File: src/rtl/rv_pkg.sv
// Shared RV32I constants and branch-history counter helpers for the fetch slice.
`timescale 1ns/1ps
package rv_pkg;

    localparam logic [6:0]  OP_BRANCH = 7'b1100011;
    localparam logic [6:0]  OP_JAL    = 7'b1101111;
    localparam logic [31:0] NOP       = 32'h0000_0013;

    typedef enum logic [1:0] {
        SNT = 2'b00,
        WNT = 2'b01,
        WT  = 2'b10,
        ST  = 2'b11
    } bht_cnt_t;

    // Saturating 2-bit counter step: never wraps past ST or SNT.
    function automatic bht_cnt_t bht_next(input bht_cnt_t cur, input logic taken);
        bht_cnt_t nxt;
        case (cur)
            SNT:     nxt = taken ? WNT : SNT;
            WNT:     nxt = taken ? WT  : SNT;
            WT:      nxt = taken ? ST  : WNT;
            ST:      nxt = taken ? ST  : WT;
            default: nxt = WNT;
        endcase
        return nxt;
    endfunction

    function automatic logic [31:0] imm_b(input logic [31:0] instr);
        return {{20{instr[31]}}, instr[7], instr[30:25], instr[11:8], 1'b0};
    endfunction

    function automatic logic [31:0] imm_j(input logic [31:0] instr);
        return {{12{instr[31]}}, instr[19:12], instr[20], instr[30:21], 1'b0};
    endfunction

endpackage

File: src/rtl/branch_predictor_bht.sv
// Table of 2-bit saturating counters: combinational read, synchronous training.
`timescale 1ns/1ps
module branch_predictor_bht #(
    parameter int IDX_W = 6
) (
    input  logic             stg_clk,
    input  logic             reset,
    input  logic [IDX_W-1:0] rd_idx,
    output logic             rd_taken,
    input  logic             upd_valid,
    input  logic [IDX_W-1:0] upd_idx,
    input  logic             upd_taken
);
    import rv_pkg::*;

    localparam int ENTRIES = 1 << IDX_W;

    logic [1:0] cnt_r [ENTRIES];

    // Counter array: weakly not-taken after reset, trained by execute.
    always_ff @(posedge stg_clk or negedge reset) begin
        if (!reset) begin
            for (int i = 0; i < ENTRIES; i++) begin
                cnt_r[i] <= WNT;
            end
        end else if (upd_valid) begin
            cnt_r[upd_idx] <= bht_next(bht_cnt_t'(cnt_r[upd_idx]), upd_taken);
        end
    end

    // Read sees the pre-update value when the same entry trains this cycle.
    assign rd_taken = cnt_r[rd_idx][1];

endmodule

File: src/rtl/fetch_stage.sv
// IF stage and IF/ID register: PC, B/JAL pre-decode, BHT prediction, redirect/flush.
`timescale 1ns/1ps
module fetch_stage #(
    parameter logic [31:0] RESET_PC  = 32'h0000_0000,
    parameter int          BHT_IDX_W = 6,
    parameter logic [31:0] NOP_INSTR = 32'h0000_0013
) (
    input  logic        stg_clk,
    input  logic        reset,
    input  logic        stg_ena,
    output logic [31:0] imem_addr,
    input  logic [31:0] imem_data,
    input  logic        redirect_valid,
    input  logic [31:0] redirect_pc,
    input  logic        upd_valid,
    input  logic [31:0] upd_pc,
    input  logic        upd_taken,
    output logic [31:0] pc_out,
    output logic [31:0] instr_out,
    output logic        branch_prediction_out,
    output logic        valid_out
);
    import rv_pkg::*;

    logic [31:0] pc_r;
    logic [31:0] pc_out_r;
    logic [31:0] instr_out_r;
    logic        pred_out_r;
    logic        valid_out_r;

    logic        is_br_s;
    logic        is_jal_s;
    logic        bht_taken_s;
    logic        pred_taken_s;
    logic [31:0] next_pc_s;
    logic        unused_upd_pc_s;

    assign unused_upd_pc_s = ^{upd_pc[31:BHT_IDX_W+2], upd_pc[1:0]};

    branch_predictor_bht #(
        .IDX_W(BHT_IDX_W)
    ) u_bht (
        .stg_clk  (stg_clk),
        .reset    (reset),
        .rd_idx   (pc_r[BHT_IDX_W+1:2]),
        .rd_taken (bht_taken_s),
        .upd_valid(upd_valid),
        .upd_idx  (upd_pc[BHT_IDX_W+1:2]),
        .upd_taken(upd_taken)
    );

    // Pre-decode and next-PC selection; JALR and everything else fall through to PC+4.
    always_comb begin
        is_br_s      = 1'b0;
        is_jal_s     = 1'b0;
        pred_taken_s = 1'b0;
        next_pc_s    = pc_r + 32'd4;
        is_br_s      = (imem_data[6:0] == OP_BRANCH);
        is_jal_s     = (imem_data[6:0] == OP_JAL);
        pred_taken_s = is_jal_s | (is_br_s & bht_taken_s);
        if (pred_taken_s) begin
            next_pc_s = pc_r + (is_jal_s ? imm_j(imem_data) : imm_b(imem_data));
        end else begin
            next_pc_s = pc_r + 32'd4;
        end
    end

    // PC and IF/ID register; redirect overrides a stall.
    always_ff @(posedge stg_clk or negedge reset) begin
        if (!reset) begin
            pc_r        <= RESET_PC;
            pc_out_r    <= 32'h0000_0000;
            instr_out_r <= NOP_INSTR;
            pred_out_r  <= 1'b0;
            valid_out_r <= 1'b0;
        end else if (redirect_valid) begin
            pc_r        <= redirect_pc;
            instr_out_r <= NOP_INSTR;
            pred_out_r  <= 1'b0;
            valid_out_r <= 1'b0;
        end else if (stg_ena) begin
            pc_r        <= next_pc_s;
            pc_out_r    <= pc_r;
            instr_out_r <= imem_data;
            pred_out_r  <= pred_taken_s;
            valid_out_r <= 1'b1;
        end
    end

    assign imem_addr             = pc_r;
    assign pc_out                = pc_out_r;
    assign instr_out             = instr_out_r;
    assign branch_prediction_out = pred_out_r;
    assign valid_out             = valid_out_r;

endmodule
File: config.mk
export PLATFORM = sky130hd
export DESIGN_NAME = fetch_stage
export DESIGN_NICKNAME = d
export VERILOG_FILES = /design/src/rtl/rv_pkg.sv /design/src/rtl/branch_predictor_bht.sv /design/src/rtl/fetch_stage.sv
export SDC_FILE = /design/constraint.sdc
export NUM_CORES = 1
export LEC_CHECK = 0
export BUFFER_PORTS_ARGS = -buffer_cell sky130_fd_sc_hd__clkbuf_2
export CAP_MARGIN = 10
export CORE_MARGIN = 1
export CORE_UTILIZATION = 54
export CTS_BUF_LIST = sky130_fd_sc_hd__clkbuf_8
export DETAILED_ROUTE_END_ITERATION = 7
export HOLD_SLACK_MARGIN = 0.15
export PLACE_DENSITY = 0.79
export SYNTH_ARGS = -nofsm -noshare
export SYNTH_HDL_FRONTEND = slang
export SYNTH_HIERARCHICAL = 1
export SYNTH_SLANG_ARGS = --single-unit
File: constraint.sdc
create_clock -name stg_clk -period 4.1 [get_ports stg_clk]
set_clock_uncertainty 0.1 [all_clocks]
set_input_delay 0.41 -clock stg_clk [delete_from_list [all_inputs] [get_ports stg_clk]]
set_output_delay 0.41 -clock stg_clk [all_outputs]
set_load 0.02 [all_outputs]
# After elaboration in Yosys (flattened, before gate mapping)
# Cells that the tools add are included.
# totals
ff_bits	226
in_bits	102
elab_cells	113
# op_classes
addsub	2
order_cmp	3
n_eq_ne	5
muxes	25
bitwise_logic	5
n_reduce_logical	4
# op_table
cell	n
two-way mux 32 bit	5
bitwise mux 128 bit	1
adder 32 x 3 -> 32 bit (second input constant)	1
adder 32 bit	1
binary-select mux 2 bit (select 6 bit)	2
two-way mux 20 bit	1
two-way mux 2 bit	8
== test 7 bit (second input constant)	2
>= comparator 7 bit (second input constant)	2
NOT 6 -> 7 bit	2
demux 2 bit (select 6 bit)	1
case mux 2 bit (4 select lines)	1
less-than comparator 7 x 1 -> 1 bit (second input constant)	1
two-way mux 1 bit	6
== test 2 bit (second input constant)	2
== test 2 x 1 -> 1 bit (second input constant)	1
zero test 2 bit	1
AND reduction 2 bit	1
nonzero test 2 bit	1
bitwise AND 1 bit	1
logical AND 1 bit	1
NOT 1 bit	1
OR 1 bit	1

# Logic depth before layout (Yosys ltp)
# depth
depth_word	9
ltp_mapped	16
ltp_nobuf	14

# By module
# Netlist, hierarchy kept.
# by_module_without_submodules
module	instances	cells_each	area_per_inst_um2
branch_predictor_bht	1	668	6717.7
fetch_stage	1	799	6583.8

# Worst setup path after synthesis
# OpenSTA, ideal clock, no wires.
# synth_timing
kind	flip-flop to flip-flop
start	register pc_r[2] (netlist: imem_addr[2])
end	register pc_r[14] (netlist: imem_addr[14])
setup_time_ns	0.121
arrival_ns	4.214
required_time_ns	3.879
setup_slack_ns	-0.335
path_stages_with_launch	14
n_path_buf	4
synth_period_minus_slack_ns	4.435
path_cell_list	dfrtp_1 clkbuf_1 buf_1 mux4_2 mux4_2 mux4_2 nand2_1 a21o_1 clkbuf_1 clkbuf_1 nand2_1 a21oi_1 nor2_1 a22o_1
# synth_via
elab_chain_cells	9
elab_cells_between_ends	11
classes_between	add/sub: 2; mux: 6; bitwise: 3
# synth_lines
element	line_no	source
start, declared	fetch_stage.sv:25	logic [31:0] pc_r;
start signal, assigned	fetch_stage.sv:77	pc_r <= redirect_pc;
start signal, assigned	fetch_stage.sv:82	pc_r <= next_pc_s;
NOT 6 -> 7 bit (implied by the code)	branch_predictor_bht.sv:32	assign rd_taken = cnt_r[rd_idx][1];
binary-select mux 2 bit (select 6 bit)	branch_predictor_bht.sv:32	
two-way mux 2 bit (implied by the code) (2 in series)	branch_predictor_bht.sv:32	
via bht_taken_s	fetch_stage.sv:33	logic bht_taken_s;
bitwise AND 1 bit	fetch_stage.sv:60	pred_taken_s = is_jal_s | (is_br_s & bht_taken_s);
OR 1 bit	fetch_stage.sv:60	
two-way mux 32 bit	fetch_stage.sv:61	if (pred_taken_s) begin
two-way mux 32 bit	fetch_stage.sv:81	end else if (stg_ena) begin
two-way mux 32 bit	fetch_stage.sv:76	end else if (redirect_valid) begin
# The timed path passes the listed nets, and every way through them passes these cells. The select of a mux whose other input is x is not followed.
# A chain may end at the register's enable or synchronous reset.

# Worst setup path after layout
# layout_timing
start	input imem_data[0]
end	register pc_r[26] (netlist: imem_addr[26])
# layout_via
elab_chain_cells	6
elab_cells_between_ends	9
classes_between	add/sub: 1; eq/ne: 2; mux: 4; bitwise: 2
# layout_lines
element	line_no	source
start, declared	fetch_stage.sv:12	input logic [31:0] imem_data,
== test 7 bit (on tied branches)	fetch_stage.sv:59, fetch_stage.sv:58	
two-way mux 20 bit / bitwise AND 1 bit (equally long branches)	fetch_stage.sv:62, fetch_stage.sv:60	
adder 32 bit / OR 1 bit (equally long branches)	fetch_stage.sv:62, fetch_stage.sv:60	
two-way mux 32 bit *	fetch_stage.sv:61	
two-way mux 32 bit *	fetch_stage.sv:81	
two-way mux 32 bit *	fetch_stage.sv:76	
# Mark *: on every way between the ends. The rest lies on a longest branch, timed or not. The select of a mux whose other input is x is not followed.

==> results by group <==
Outcome
  – Status: finished, final reports clean

Power
  – Combinational share of power: 0.234
  – Sw frac: 0.328
  – Leak: 0.00725 uW
  – Power per Cell Area: 391 nW/um2
  – Sequential group share of total power: 0.432
  – Psw: 2060 uW
  – Clock network power share: 0.334
  – Internal: 4210 uW
  – Pwr Total: 6270 uW
  – Max VDD drop: 0.278 mV

Timing
  – RSZ-0062 raised after global routing: false
  – Tcrit/Tclk final: 0.941
  – Setup-failing EPs final: 0
  – Final Max Slew Viols: 0
  – Final setup TNS: 0 ns
  – Slew @ Worst Pin: 1.18 ns
  – Fmax: 0.259 GHz
  – Final Hold Vio Count: 0
  – Final Critical Period: 3.86 ns
  – Worst slew margin: 0.213

Place
  – Area of placed instances: 14500 um2
  – Dpl hpwl: 28.6 mm
  – Final Wtd Congestion: 0.977
  – PortBufs: 173

Clock tree
  – H-tree levels: 2
  – CTS tree: done
  – CTS Buf Count: 40
  – Clk_lat worst skew: 0.56 ns
  – TritonCTS Sinks: 226
  – Max Buffers Root-to-Sink: 3
  – CTS Root Cell: clkbuf_8
  – Post-CTS Repair Setup Buffers: 0
  – Clk slew on worst S/H paths: 0.06 ns

Floorplan
  – Ports: 200
  – Num rows: 57
  – Die area: 25300 um2
  – Core area: 24200 um2
  – Die Y: 159 um
  – Initial core utilization: 0.549
  – Die width: 159 um

Global routing
  – Global route overflow: 0
  – Vias in the first global route: 12600
  – Global-route wire length before repair: 67.7 mm
  – Largest net degree at the start of global routing: 124
  – GRT Overall Usage: 0.338
  – Initial antenna violation count: 0

Final layout
  – FILL cells: 1913
  – Share of cells above drive strength 1: 0.231
  – Design area: 16000 um2
  – # nets final: 1845
  – Area Growth Syn to Fin: 20.4%
  – ANT cells: 0

Setup path
  – Critical Path End: imem_addr[26]$_DFFE_PN0P_
  – CP max FO: 9
  – Most used cell, CP: buf_4
  – R2R Path End: imem_addr[31]$_DFFE_PN0P_
  – Max incr delay on CP: 0.53 ns
  – Worst R2R Path Depth: 11
  – CP arrival: 4.18 ns
  – R2r setup slk: 0.27 ns
  – Setup crit end kind: flip-flop
  – Required @ worst endpoint: 4.43 ns
  – Worst Setup SP: imem_data[0]
  – Crit path kind: in2reg
  – RR Startpoint: imem_addr[2]$_DFFE_PN0P_
  – Critical Path, Cell by Cell: dlygate4sd3_1 -> clkbuf_2 -> nand4_1 -> nor2_1 -> buf_4 -> buf_4 -> mux2_2 -> ha_1 -> a21oi_1 -> o21a_1 -> a2bb2oi_1 -> and4b_1 -> o31ai_1 -> buf_4 -> a21oi_1 -> xor2_1 -> o22ai_1
  – Slowest stage cell, crit path: dlygate4sd3_1
  – Type of origin of the critical path: input port

Detailed routing
  – Vias per std cell: 6.19
  – Pre-Repair DR Iteration Count: 6
  – Post-route ant nets: 0
  – WL per Instance: 20.6 um
  – Via count: 12800
  – Residual DRC count: 0
  – Initial DRC count: 1453
  – Final WL: 42.5 mm

Synthesis
  – Sequential share of the synthesized area: 0.431
  – Mapped cell area: 13300 um2
  – Post-synth top cells: nand2_1, dfrtp_1, o21ai_0, nor2_1, dfstp_2
  – Synth unique cells: 79
  – Synth area leaders: dfrtp_1, dfstp_2, nand2_1
  – Post-synth EDFFs: 0
  – Mapped Nets: 1604
  – Yosys top cell by area: dfrtp_1
  – Share of the synthesized area in the top cell type: 0.299
  – Main synth FF type: dfrtp_1
  – FFs w/ async S/R, synth: 1.00
  – Top-count cell post-synth: nand2_1
  – Cell count after synthesis: 1467
  – Synthesized area per cell: 9.07 um2
  – Synth Warn #: 6
  – Flops & latches, synth: 226

Worst hold path
  – Worst hold path type: in2reg

Flow run
  – Max cap viols: 0
==> sequential cells by signal, indices dropped and copies added (netlist names) <==
signal,cells
u_bht/cnt_r,128
imem_addr,32
instr_out,32
pc_out,32
branch_prediction_out,1
valid_out,1
==> power groups by stage <==
stage / Clock (uW) / Sequential [uW] / Combinational (uW)
final: 2090 / 2710 / 1470
after global routing: 2240 / 2730 / 1590
after CTS: 2130 / 2700 / 1440
after detailed placement: 0 / 2730 / 1390
after global placement: 0 / 2720 / 1360
after floorplan: 0 / 2800 / 815
==> final cells by class <==
type                       count  area [um2]  area share
clock buffer                  51         702      0.0438
clock inverter                21         103     0.00641
inverter                      16        60.1     0.00375
multi-input combinational   1146        7110       0.444
sequential                   226        5740       0.358
tap                          324         405      0.0253
timing repair buffer         278        1890       0.118
==> routing by layer <==
layer  vias to the layer above  track usage  wire length (um)
met4                         0        0.198              2410
met1                      6086        0.424             16300
li1                       5810            -                 -
met3                       165       0.0654              3760
met2                       694        0.546             20100
met5                         -            0                 0
==> per-stage QoR <==
step	hold WS [ns]	utilization	worst slack [ns]	cells
after floorplan	0.0144	-	0.0486	1467
after global placement	0.357	0.600	0.0369	1925
after detailed placement	0.362	0.600	-0.0536	1925
after CTS	0.205	0.660	0.0921	2062
after global routing	0.244	0.660	0.0226	2062
final	0.242	0.660	0.242	2062
==> repair_timing <==
| action | CTS | global route |
|---|---|---|
| hold buffers | 65 | 0 |
| gates resized for setup | 0 | 3 |
| endpoints found under the hold margin | 172 | 0 |
| endpoints found under the setup margin | 0 | 6 |
==> cells in the final DEF, fill, tap and decap left out, types with 11 or more instances in the layout <==
cell,n
a21oi_1,58
nand3_1,28
a21o_1,25
nor3_1,22
o21ai_1,29
dlygate4sd3_1,65
clkbuf_8,51
nand4_1,12
mux2_2,12
dfrtp_1,159
o21ai_0,143
o211ai_1,11
a221oi_1,21
buf_4,35
a22oi_1,12
inv_1,30
a31oi_1,14
mux4_2,23
mux2i_1,48
dfstp_2,67
o22ai_1,16
o21ai_2,12
and3_1,17
clkbuf_2,170
nor2_1,91
ha_1,34
nand2_1,349
==> logic make-up after synthesis <==
group                    count (synthesis)  share of synthesized area
buffers and inverters                   95                     0.0356
multiplexers                            89                     0.0959
AND/OR/NAND/NOR                        590                      0.195
flip-flops                             226                      0.431
adder cells (fa/ha/maj)                 35                     0.0335
AO/OA/AOI/OAI                          414                      0.196
XOR/XNOR                                18                     0.0119
==> how the worst min path moves through the flow <==
stage	startpoint	end	slack [ns]	depth (start not counted)
after global routing	redirect_valid	instr_out[1]$_DFFE_PN1P_	0.24	4
after CTS	redirect_valid	instr_out[1]$_DFFE_PN1P_	0.20	4
final	redirect_valid	instr_out[1]$_DFFE_PN1P_	0.24	4
after floorplan	reset	branch_prediction_out$_DFFE_PN0P_	0.01	0
after global placement	pc_out[13]$_DFFE_PN0P_	pc_out[13]$_DFFE_PN0P_	0.36	2
after detailed placement	pc_out[5]$_DFFE_PN0P_	pc_out[5]$_DFFE_PN0P_	0.36	2
==> critical path: cells and delay by family <==
family	cells	cell delay, ns
simple gates	3	0.67
mux	1	0.36
compound gates	6	1.04
buf+inv	5	1.17
xor+xnor	1	0.20
fa+ha+maj	1	0.31
(Power assumes the default switching activity.)
